$ cat src/rtl/fifo_wr_arb_pkg.sv
// Shared types, default sizes and the rotating-priority helper for fifo_wr_arb.
// Optional checkers in the top are enabled by FIFO_WR_ARB_ASSERT_EN.
package fifo_wr_arb_pkg;

  typedef enum logic {
    IDLE,
    GRANT
  } arb_state_e;

  localparam int ARB_NUM_REQ   = 4;
  localparam int ARB_DATA_W    = 8;
  localparam int ARB_BURST_LEN = 4;
  localparam int ARB_MAX_REQ   = 8;

  // First set bit of valid[n-1:0] at or after start, wrapping modulo n.
  function automatic logic [ARB_MAX_REQ-1:0] rr_next(
    input logic [ARB_MAX_REQ-1:0] valid,
    input int                     start,
    input int                     n
  );
    logic [ARB_MAX_REQ-1:0] w;
    int                     idx;
    logic [2:0]             ix;
    w = '0;
    for (int k = 0; k < ARB_MAX_REQ; k++) begin
      idx = start + k;
      if (idx >= n) idx = idx - n;
      ix = idx[2:0];
      if (k < n && w == '0 && valid[ix]) w[ix] = 1'b1;
    end
    return w;
  endfunction

endpackage

$ cat src/rtl/fifo_wr_arb_rr_pick.sv
// Combinational rotating priority encoder shared by idle and release arbitration.
// Returns a one-hot winner searching upward from start, plus a found flag.
module rr_pick
  import fifo_wr_arb_pkg::*;
#(
  parameter int N  = ARB_NUM_REQ,
  parameter int IW = $clog2(N)
) (
  input  logic [N-1:0]  valid,
  input  logic [IW-1:0] start,
  output logic [N-1:0]  winner,
  output logic          found
);

  logic [ARB_MAX_REQ-1:0] full;
  logic                   unused_full;

  always_comb begin
    full = rr_next(ARB_MAX_REQ'(valid), int'(start), N);
  end

  assign winner      = full[N-1:0];
  assign found       = |winner;
  assign unused_full = ^full;

endmodule

$ cat src/rtl/fifo_wr_arb.sv
// Round-robin burst arbiter for a single FIFO write port.
// Define FIFO_WR_ARB_ASSERT_EN to compile in SVA checkers and covers.
module fifo_wr_arb
  import fifo_wr_arb_pkg::*;
#(
  parameter int NUM_REQ   = ARB_NUM_REQ,
  parameter int DATA_W    = ARB_DATA_W,
  parameter int BURST_LEN = ARB_BURST_LEN
) (
  input  logic                      clk,
  input  logic                      reset,
  input  logic [NUM_REQ-1:0]        req_valid,
  input  logic [NUM_REQ*DATA_W-1:0] req_data,
  output logic [NUM_REQ-1:0]        req_ready,
  input  logic                      fifo_full,
  input  logic                      fifo_rd_act,
  output logic                      fifo_wenb,
  output logic [DATA_W-1:0]         fifo_din,
  output logic [NUM_REQ-1:0]        grant,
  output logic                      busy
);

  localparam int IW = $clog2(NUM_REQ);
  localparam int BW = $clog2(BURST_LEN + 1);

  arb_state_e         state, state_n;
  logic [NUM_REQ-1:0] grant_n;
  logic [BW-1:0]      burst_cnt, burst_cnt_n;
  logic [IW-1:0]      rr_ptr, rr_ptr_n;

  logic [IW-1:0]      gidx, g_next, start;
  logic               can_wr, cur_valid, xfer, last, rel;
  logic [NUM_REQ-1:0] winner;
  logic               found;

  always_comb begin
    gidx     = '0;
    fifo_din = '0;
    for (int i = 0; i < NUM_REQ; i++) begin
      if (grant[i]) begin
        gidx     = IW'(i);
        fifo_din = req_data[i*DATA_W +: DATA_W];
      end
    end
  end

  assign can_wr    = ~fifo_full & ~fifo_rd_act;
  assign cur_valid = |(grant & req_valid);
  assign xfer      = cur_valid & can_wr;
  assign last      = burst_cnt == BW'(BURST_LEN - 1);
  assign g_next    = (gidx == IW'(NUM_REQ - 1)) ? '0 : gidx + 1'b1;
  // A stalled cycle holds everything, including a pending withdrawal.
  assign rel       = (state == GRANT) & can_wr & (~cur_valid | last);
  assign start     = (state == IDLE) ? rr_ptr : g_next;

  assign req_ready = grant & {NUM_REQ{can_wr}};
  assign fifo_wenb = xfer;
  assign busy      = state == GRANT;

  rr_pick #(
    .N  (NUM_REQ),
    .IW (IW)
  ) u_pick (
    .valid  (req_valid),
    .start  (start),
    .winner (winner),
    .found  (found)
  );

  always_comb begin
    state_n     = state;
    grant_n     = grant;
    burst_cnt_n = burst_cnt;
    rr_ptr_n    = rr_ptr;
    unique case (state)
      IDLE: begin
        burst_cnt_n = '0;
        if (found) begin
          state_n = GRANT;
          grant_n = winner;
        end
      end
      GRANT: begin
        if (xfer) burst_cnt_n = burst_cnt + 1'b1;
        if (rel) begin
          rr_ptr_n    = g_next;
          burst_cnt_n = '0;
          if (found) begin
            grant_n = winner;
          end else begin
            state_n = IDLE;
            grant_n = '0;
          end
        end
      end
      default: begin
        state_n = IDLE;
        grant_n = '0;
      end
    endcase
  end

  always_ff @(posedge clk or posedge reset) begin
    if (reset) begin
      state     <= IDLE;
      grant     <= '0;
      burst_cnt <= '0;
      rr_ptr    <= '0;
    end else begin
      state     <= state_n;
      grant     <= grant_n;
      burst_cnt <= burst_cnt_n;
      rr_ptr    <= rr_ptr_n;
    end
  end

`ifdef FIFO_WR_ARB_ASSERT_EN
  a_onehot: assert property (@(posedge clk) disable iff (reset)
    $onehot0(grant));
  a_safe: assert property (@(posedge clk) disable iff (reset)
    fifo_wenb |-> (!fifo_full && !fifo_rd_act));
  a_ready: assert property (@(posedge clk) disable iff (reset)
    $onehot0(req_ready));
  a_hold: assert property (@(posedge clk) disable iff (reset)
    (state == GRANT && !rel) |=> grant == $past(grant));
  m_nostall: assume property (@(posedge clk) disable iff (reset)
    can_wr);

  for (genvar i = 0; i < NUM_REQ; i++) begin : g_live
    a_live: assert property (@(posedge clk) disable iff (reset)
      (req_valid[i] && !grant[i]) |->
        ##[0:NUM_REQ*BURST_LEN] (grant[i] || !req_valid[i]));
  end

  c_expire: cover property (@(posedge clk) disable iff (reset)
    xfer && last);
  c_regrant: cover property (@(posedge clk) disable iff (reset)
    rel && found && xfer);
  c_withdraw: cover property (@(posedge clk) disable iff (reset)
    state == GRANT && !cur_valid);
`endif

endmodule

$ cat config.mk
export PLATFORM = sky130hd
export DESIGN_NAME = fifo_wr_arb
export DESIGN_NICKNAME = d
export VERILOG_FILES = /design/src/rtl/fifo_wr_arb_pkg.sv /design/src/rtl/fifo_wr_arb_rr_pick.sv /design/src/rtl/fifo_wr_arb.sv
export SDC_FILE = /design/constraint.sdc
export NUM_CORES = 1
export LEC_CHECK = 0
export CORE_ASPECT_RATIO = 0.5
export CORE_UTILIZATION = 45
export CTS_CLUSTER_DIAMETER = 200
export DETAILED_ROUTE_END_ITERATION = 12
export PLACE_DENSITY = 0.93
export SLEW_MARGIN = 10
export SYNTH_ARGS = -nofsm -noshare
export SYNTH_HDL_FRONTEND = slang
export SYNTH_SLANG_ARGS = --single-unit
$ cat constraint.sdc
create_clock -name clk -period 5.16 [get_ports clk]
set_input_delay 1.29 -clock clk [delete_from_list [all_inputs] [get_ports clk]]
set_output_delay 1.29 -clock clk [all_outputs]
set_load 0.05 [all_outputs]
==> results of run 1 <==
flip-flops by register name (all words and copies together), names as in the netlist:
| name | flops |
|---|---|
| grant | 4 |
| burst_cnt | 3 |
| rr_ptr | 2 |
| busy | 1 |
metrics by stage:
step	util	cells	power [mW]	hold WS (ns)	cell area [sq um]
detailed placement	0.706	255	1.21	0.513	1910
global placement	0.706	255	1.18	0.488	1910
floorplan	-	169	0.949	0.471	1330
global route	0.726	259	1.43	0.536	1960
CTS	0.726	259	1.32	0.524	1960
finish	0.726	259	1.33	0.517	1960
tightest hold or removal path: cells and delay by family, from the launching register on:
family | cells | cell delay [ns]
AOI/OAI and AO/OA | 1 | 0.06
and+or+nand+nor | 1 | 0.07
DFF | 1 | 0.34
layout make-up:
cell class | instances | area (sq um) | share of cell area
clock buffers | 4 | 55.1 | 0.0281
flip-flops and latches | 10 | 250 | 0.128
repair buffers | 57 | 571 | 0.291
multi-input cells | 142 | 1000 | 0.512
well taps | 37 | 46.3 | 0.0236
inverters | 9 | 33.8 | 0.0172
where the power goes:
part	switching, mW	total [mW]	internal (mW)
clock network	0.0318	0.0990	0.0672
logic	0.634	1.06	0.426
registers	0.0658	0.173	0.107
total	0.731	1.33	0.600
path summary, 6_finish.rpt:
check | start | cells past startpoint | to
worst max-delay path | req_valid[1] | 5 | fifo_wenb
worst min-delay path | burst_cnt[2] | 2 | burst_cnt[2]
worst max register to register | grant[2] | 12 | grant[1]
worst min register to register | burst_cnt[2] | 2 | burst_cnt[2]
max in group asynchronous | reset | 2 | grant[2]
min in group asynchronous | reset | 2 | burst_cnt[1]
cell usage in the layout (no fill, tap or decap), types with 3 or more instances in the layout:
master            n
nor2b_1           3
a211oi_1          4
dfrtp_1          10
nand2_1          21
a21oi_1          12
a22oi_1           9
and2_1            6
o21ai_0          13
nor3_1            4
mux2_4            4
inv_1             7
clkbuf_8          4
ha_1              9
nor2_1           18
clkdlybuf4s50_1  57
layer usage:
layer / up-vias / track usage
met1: 719 / 0.314
met2: 87 / 0.463
met3: 12 / 0.102
met5: - / 0
li1: 723 / -
met4: 0 / 0.0602
cells by family (layout without fill, tap and decap cells):
| family | Yosys count | in the layout |
|---|---|---|
| flops | 10 | 10 |
| compound gates | 60 | 60 |
| buf+inv | 17 | 70 |
| fa+ha+maj | 9 | 9 |
| mux | 9 | 9 |
| simple gates | 64 | 64 |
==> results_dict.tcl, run 1 <==
set metrics [dict create \
    slew_headroom 0.557 \
    rows 13 \
    met3_wirelength_microns 404 \
    tightest_slew_ns 0.665 \
    yosys-top-cells-count "21 x nand2_1, 18 x nor2_1, 13 x o21ai_0" \
    cts-buffers-inserted 3 \
    die_w_microns 78.8 \
    pre_cts_slack_ns 0.727 \
    yosys.area.top_type "dfrtp_1" \
    grt_remaining_overflow 0 \
    met2RoutedLength_microns 1880 \
    syn-num-nets 218 \
    crit_chain "clkdlybuf4s50_1 -> a22o_1 -> a221oi_1 -> nor2_1 -> clkdlybuf4s50_1" \
    synth_fa_ha_area_frac 0.0849 \
    dieArea_sq_mm 0.00318 \
    clock-sinks 10 \
    maxSlewViolCount 0 \
    critPathKind "in2out" \
    finalSetupViolations 0 \
    grt_pass1_vias 1366 \
    vias 1541 \
    synth_top_family_by_area "compound AO/OA/AOI/OAI gates" \
    start_util 0.491 \
    worst-path-buf-inv 2 \
    setup_slack_ns 0.684 \
    p_leak_nw 0.815 \
    drt_pre_antenna_iters 4 \
    synthXorXnorAreaFrac 0 \
    syn_inst 169 \
    finalSetupTns_ns 0 \
    clkTransAtPathRegs_ns 0.05 \
    place_congestion 0.949 \
    ys_seq_elements 10 \
    n_antenna_cell 0 \
    crit_arrival_ns 3.19 \
    synth.most_common_cell "nand2_1" \
    crit_fanout 5 \
    ctsHoldBuffers 0 \
    wl_met1_microns 1590 \
    ant_nets 0 \
    required_ns 3.87 \
    cts-htree-levels 1 \
    ys.warnings.count 0 \
    cp_top_family "buffers and inverters" \
    critPathLaunchType "input port" \
    synth.top_cell.area_share 0.189 \
    synth_area_leaders "dfrtp_1 19%, ha_1 8.5%, nand2_1 5.9%, a22oi_1 5.1%, nor2_1 5.1%" \
    cts_tree "yes" \
    maxUsedRoutingLayer "met4" \
    drcViolationCount 0 \
    synth-simple-area-share 0.244 \
    nets 272 \
    hold_violations 0 \
    async_reset_ff_frac 1.00 \
    period_share 0.867 \
    ys_seq_area_frac 0.189 \
    endpoint_kind "output port" \
    syn-mean-instance-area_sq_um 7.85 \
    wl_per_cell_microns 15.2 \
    finClkSkew_ns 0.00541 \
    cts_resized 0 \
    die_h_microns 40.4 \
    drive_above_1_share 0.104 \
    root_buffer "clkbuf_8" \
    hold_path_class "reg2reg" \
    post_cts_buffers 0 \
    syn_to_final_growth_pct 47.8 \
    grt_antenna_before_repair 0 \
    syn-cell-area_sq_mm 0.00133 \
    max_stage_delay_ns 0.71 \
    insertion_delay_ns 0.24 \
    outcome "completed" \
    fillCellCount 213 \
    p_per_area_mw_per_mm2 679 \
    max_freq_mhz 223 \
    irDropWorstVdd_mv 0.326 \
    period_needed_ns 4.48 \
    vias_per_cell 5.95 \
    synth_edf_count 0 \
    critPathMostFrequentCell "clkdlybuf4s50_1" \
    synth_mux_area_frac 0.106 \
    port-buffer-count 57 \
    core_area_sq_mm 0.00270 \
    clock_path_buffers 2 \
    synth-compound-area-share 0.323 \
    ys_types 47 \
    synthFlopType "dfrtp_1" \
    dp_hpwl_microns 3020 \
    drt_iter0_markers 132 \
    reg2reg_slack_ns 1.37 \
    gr-usage-all-layers 0.263 \
    drt_wl_total_microns 3930 \
    ios 58 \
    rsz0062_at_grt "false" \
    max-cap-violations 0 \
    grt_pass1_wl_microns 6290 \
    grt_max_degree 24 \
    slowest_stage "clkdlybuf4s50_1" \
]
Power figures use the tool's default switching activity.
==> inputs of run 2 (changes only) <==
Settings changed: ABC_AREA set to 1, PLACE_DENSITY 0.93 to 0.94.
==> run 2 against run 1 <==
Area after synthesis is 2.6% lower. Clock skew up 0.00057 ns. Register-to-register slack improved by 0.31 ns. Critical endpoint unchanged.
==> results_dict.tcl, run 2 <==
set metrics [dict create \
    outcome "completed" \
    yosys.area.top_type "dfrtp_1" \
    vias_per_cell 5.33 \
    final_cell_mix "57 x clkdlybuf4s50_1, 49 x nand2_1, 46 x nand3_1" \
    crit_fanout 3 \
    irDropWorstVdd_mv 0.344 \
    syn-cell-area_sq_mm 0.00129 \
    p_leak_nw 0.987 \
    async_reset_ff_frac 1.00 \
    p_per_area_mw_per_mm2 681 \
    finClkSkew_ns 0.00598 \
    port-buffer-count 57 \
    cts-buffers-inserted 3 \
    drcViolationCount 0 \
    fin_area_sq_mm 0.00195 \
    grt_max_degree 14 \
    clock_path_buffers 2 \
    max_stage_delay_ns 0.82 \
    max-cap-violations 0 \
    clkTransAtPathRegs_ns 0.05 \
    post_dp_cell_area_sq_mm 0.00189 \
    grt_pass1_vias 1392 \
    wl_per_cell_microns 13.0 \
    required_ns 3.87 \
    ant_nets 0 \
    grt_remaining_overflow 0 \
    dp_hpwl_microns 3040 \
    dieArea_sq_mm 0.00310 \
    ys_seq_area_frac 0.194 \
    max_freq_mhz 231 \
    cp_top_family "buffers and inverters" \
    clock-sinks 10 \
    worst-path-buf-inv 3 \
    syn-num-nets 261 \
    nets 320 \
    synth.top_cell.area_share 0.194 \
    finalSetupTns_ns 0 \
    cts_resized 0 \
    drive_above_1_share 0.104 \
    period_needed_ns 4.33 \
    crit_chain "clkdlybuf4s50_1 -> inv_1 -> o22ai_1 -> a221oi_1 -> nor2_1 -> clkdlybuf4s50_1" \
    syn_to_final_growth_pct 51.0 \
    ys_seq_elements 10 \
    slew_headroom 0.637 \
    synth.most_common_cell "nand2_1" \
    drt_pre_antenna_iters 5 \
    cts-htree-levels 1 \
    vias 1637 \
    critPathLaunchType "input port" \
    hold_violations 0 \
    maxSlewViolCount 0 \
    gr-usage-all-layers 0.261 \
    cts_tree "yes" \
    top_register "grant" \
    syn_inst 212 \
    drt_iter0_markers 108 \
    grt_antenna_before_repair 0 \
    ys_types 25 \
    n_antenna_cell 0 \
    ys.warnings.count 0 \
    yosys-top-cells-count "49 x nand2_1, 46 x nand3_1, 33 x inv_1" \
    ios 58 \
    tightest_slew_ns 0.543 \
    endpoint_kind "output port" \
    finalPower_mw 1.33 \
    largest_register_ff_count 4 \
    slowest_stage "clkdlybuf4s50_1" \
    period_share 0.840 \
    synth_area_leaders "dfrtp_1 19%, nand3_1 18%, nand2_1 14%, inv_1 9.6%, ha_1 8.7%" \
    hold_path_class "reg2reg" \
    rows 13 \
    rsz0062_at_grt "false" \
    insertion_delay_ns 0.24 \
    ctsHoldBuffers 0 \
    core_area_sq_mm 0.00265 \
    start_util 0.487 \
    critPathKind "in2out" \
    drt_wl_total_microns 3980 \
    post_cts_buffers 0 \
    syn-mean-instance-area_sq_um 6.09 \
    layout.cells.most_common "clkdlybuf4s50_1" \
    die_h_microns 39.9 \
    root_buffer "clkbuf_8" \
    setup_slack_ns 0.826 \
    synthFlopType "dfrtp_1" \
    synth_edf_count 0 \
    utilization 0.735 \
    crit_arrival_ns 3.04 \
    finalSetupViolations 0 \
    place_congestion 0.927 \
    reg_top3 "grant: 4 flops, burst_cnt: 3 flops, rr_ptr: 2 flops" \
    grt_pass1_wl_microns 6120 \
    fillCellCount 203 \
    die_w_microns 77.8 \
    pre_cts_slack_ns 0.845 \
    critPathMostFrequentCell "clkdlybuf4s50_1" \
]
run 2: cell count changes in the layout (fill, tap and decap cells not counted), sizes merged, moves of 3 or more:
cell    before  now
nand3        1   50
nand2       21   59
inv          9   36
a22oi        9    1
a21oi       14    8
and2         6    0
a211oi       5    0
mux2         5    0
o21ai       14    9
nand2b       3    0
nor2b        3    0
nor3         4    1
run 2: layout make-up:
type                       count  area [sq um]  area share
sequential                    10           250       0.128
tap                           37          46.3      0.0237
clock buffer                   4          55.1      0.0282
timing repair buffer          57           571       0.293
multi-input combinational    161           885       0.454
inverter                      38           143      0.0732
run 2: worst paths after layout:
check / start / end / slack [ns] / depth (start not counted)
worst max register to register: grant[3] / grant[0] / 1.68 / 23
min in group asynchronous: reset / grant[2] / 1.34 / 2
worst max-delay path: req_valid[0] / fifo_wenb / 0.83 / 6
max in group asynchronous: reset / burst_cnt[0] / 3.54 / 2
worst min register to register: rr_ptr[1] / rr_ptr[1] / 0.51 / 2
worst min-delay path: rr_ptr[1] / rr_ptr[1] / 0.51 / 2
run 2: where the power goes:
group,internal (mW),switching [mW]
Clock,0.0671,0.0314
Sequential,0.104,0.0379
Combinational,0.369,0.718
Total,0.540,0.787
run 2: stage by stage:
stage	cells	hold slack, ns
3_5_place_dp	303	0.492
6_report	307	0.507
2_1_floorplan	212	0.457
5_1_grt	307	0.519
3_3_place_gp	303	0.474
4_1_cts	307	0.506
run 2: worst reg2reg max path, cell delays in order, from the launching register on:
cell and delay [ns]:
dfrtp_1 0.62, inv_1 0.31, nand3_1 0.23, nand2_4 0.11, inv_1 0.20, ha_1 0.30, inv_1 0.10, nand3_1 0.08
nand2_1 0.07, inv_1 0.03, nand2_1 0.07, inv_2 0.05, nand3_1 0.07, nand2_1 0.11, nor2_2 0.15, nand3_1 0.11
nand2_1 0.11, nor2_2 0.06, nand3_1 0.07, nand2_1 0.08, nor2_2 0.15, nand3_1 0.14, nand3_1 0.10, nand2_1 0.06
run 2: layer usage:
layer  part of all wire  track usage  wire (microns)  vias to the layer above
met5                  0            0               0                        -
met4             0.0053       0.0519              21                        0
met3              0.077       0.0767             308                        4
met2               0.50        0.533            2000                       65
met1               0.42        0.279            1650                      761
li1                   -            -               -                      807
run 2: kinds of logic after synthesis:
group	synth area share
simple gates	0.474
compound gates	0.116
buf+inv	0.121
mux	0.00775
flops	0.194
fa+ha+maj	0.0872
==> inputs of run 3 (changes only) <==
Settings changed: CORE_UTILIZATION 45 to 42, PLACE_DENSITY 0.94 to 0.89.
Clock period 5.16 ns to 4.13 ns, I/O delays scaled along.
==> run 3 against run 2 <==
Critical path depth decreased by 1. Sequential cell count stayed put. Global-route usage decreased by 3.4 points. Highest routed layer unchanged. Die area grew 6.9%. First-iteration DRC count decreased by 47%. Largest power group unchanged. Combinational power is 24% higher.
==> results_dict.tcl, run 3 (same netlist as run 2, synthesis figures left out) <==
set metrics [dict create \
    grt_remaining_overflow 0 \
    core_area_sq_mm 0.00275 \
    cts-htree-levels 1 \
    die_h_microns 41.2 \
    max_freq_mhz 271 \
    largest_register_ff_count 4 \
    start_util 0.470 \
    hold_violations 0 \
    n_antenna_cell 0 \
    grt_pass1_vias 1304 \
    die_w_microns 80.4 \
    place_congestion 0.897 \
    critPathKind "in2out" \
    wl_per_cell_microns 12.6 \
    insertion_delay_ns 0.23 \
    clock-sinks 10 \
    top_register "grant" \
    multi_input_area_sq_um 885 \
    drive_above_1_share 0.104 \
    worstReg2RegStart "grant[3]" \
    dp_hpwl_microns 2990 \
    dieArea_sq_mm 0.00331 \
    cts_tree "yes" \
    syn_to_final_growth_pct 49.7 \
    cts_resized 0 \
    ios 58 \
    root_buffer "clkbuf_8" \
    p_seq_frac 0.110 \
    period_share 0.893 \
    drt_wl_total_microns 3860 \
    vias_per_cell 5.17 \
    p_int_uw 654 \
    swShare 0.597 \
    drt_iter0_markers 57 \
    critPathLaunchType "input port" \
    drcViolationCount 0 \
    post_cts_buffers 0 \
    reg_top3 "grant: 4 flops, burst_cnt: 3 flops, rr_ptr: 2 flops" \
    finalSetupTns_ns 0 \
    switching_power_uw 969 \
    cts-buffers-inserted 3 \
    ant_nets 0 \
    crit_fanout 8 \
    min-delay-start "burst_cnt[0]" \
    layout.cells.most_common "clkdlybuf4s50_1" \
    ctsHoldBuffers 0 \
    finalSetupViolations 0 \
    period_needed_ns 3.69 \
    vias 1583 \
    slew_headroom 0.622 \
    min_to "burst_cnt[0]" \
    fillCellCount 230 \
    grt_antenna_before_repair 0 \
    crit_arrival_ns 2.66 \
    p_per_area_mw_per_mm2 840 \
    clkTransAtPathRegs_ns 0.04 \
    power_frac_clock 0.061 \
    p_leak_nw 0.982 \
    nets 320 \
    clock_path_buffers 2 \
    holdWs_ns 0.484 \
    hold_path_class "reg2reg" \
    regArea_sq_um 250 \
    grt_pass1_wl_microns 5520 \
    irDropWorstVdd_mv 0.602 \
    grt_max_degree 14 \
    rows 13 \
    endpoint_kind "output port" \
    r2r-end "grant[2]" \
    drt_pre_antenna_iters 6 \
    tightest_slew_ns 0.565 \
    port-buffer-count 57 \
    gr-usage-all-layers 0.226 \
    finalPower_mw 1.62 \
    post_dp_cell_area_sq_mm 0.00189 \
    rr_worst_depth 23 \
    final_cell_mix "56 x clkdlybuf4s50_1, 49 x nand2_1, 46 x nand3_1" \
    power_frac_comb 0.830 \
    fin_area_sq_mm 0.00193 \
    required_ns 3.10 \
    whs_path_depth 1 \
    rsz0062_at_grt "false" \
    maxSlewViolCount 0 \
    outcome "completed" \
    reg2reg_slack_ns 0.71 \
    finClkSkew_ns 0.00163 \
    max-cap-violations 0 \
]
==> run 3: cell count changes in the layout (fill, tap and decap cells not counted) <==
cell,before,now
clkdlybuf4s50_1,57,56
buf_4,0,1
clkbuf_8,4,3
==> run 3: layout make-up <==
cell class,instances,share of cell area
Multi-Input combinational cell,161,0.458
Timing Repair Buffer,57,0.294
Sequential cell,10,0.129
Inverter,38,0.0738
Tap cell,37,0.0239
Clock buffer,3,0.0214
==> run 3: through the flow <==
step	std cells	setup WS [ns]	util
2_1_floorplan	212	1.14	-
3_3_place_gp	303	0.492	0.688
3_5_place_dp	303	0.451	0.688
4_1_cts	306	0.445	0.703
5_1_grt	306	0.313	0.703
6_report	306	0.442	0.703
==> run 3: critical path, stage by stage <==
cell,delay (ns)
clkdlybuf4s50_1,0.40
nor2_1,0.14
inv_1,0.15
nor2_1,0.12
clkdlybuf4s50_1,0.81
==> run 3: how the worst max path moves through the flow <==
| stage | start | end | slack (ns) |
|---|---|---|---|
| floorplan | grant[1] | grant[1] | 1.14 |
| finish | fifo_rd_act | req_ready[1] | 0.44 |
| detailed placement | fifo_rd_act | req_ready[0] | 0.45 |
| global route | grant[2] | fifo_din[0] | 0.31 |
| global placement | fifo_rd_act | req_ready[3] | 0.49 |
| CTS | fifo_rd_act | req_ready[0] | 0.44 |
==> run 3: layer usage <==
| metal | part of all wire | GRT usage | routed length, microns | up-vias |
|---|---|---|---|---|
| met5 | 0 | 0 | 0 | - |
| met4 | 0.0054 | 0.0670 | 21 | 0 |
| met3 | 0.048 | 0.0556 | 185 | 4 |
| met2 | 0.53 | 0.472 | 2060 | 46 |
| met1 | 0.41 | 0.239 | 1590 | 729 |
| li1 | - | - | - | 804 |
==> run 3: power groups by stage <==
stage	Clock (mW)	Combinational, mW	Sequential [mW]
finish	0.0982	1.35	0.178
global route	0.105	1.47	0.182
global placement	0	1.29	0.175
detailed placement	0	1.33	0.176
floorplan	0	0.991	0.200
CTS	0.0998	1.34	0.177
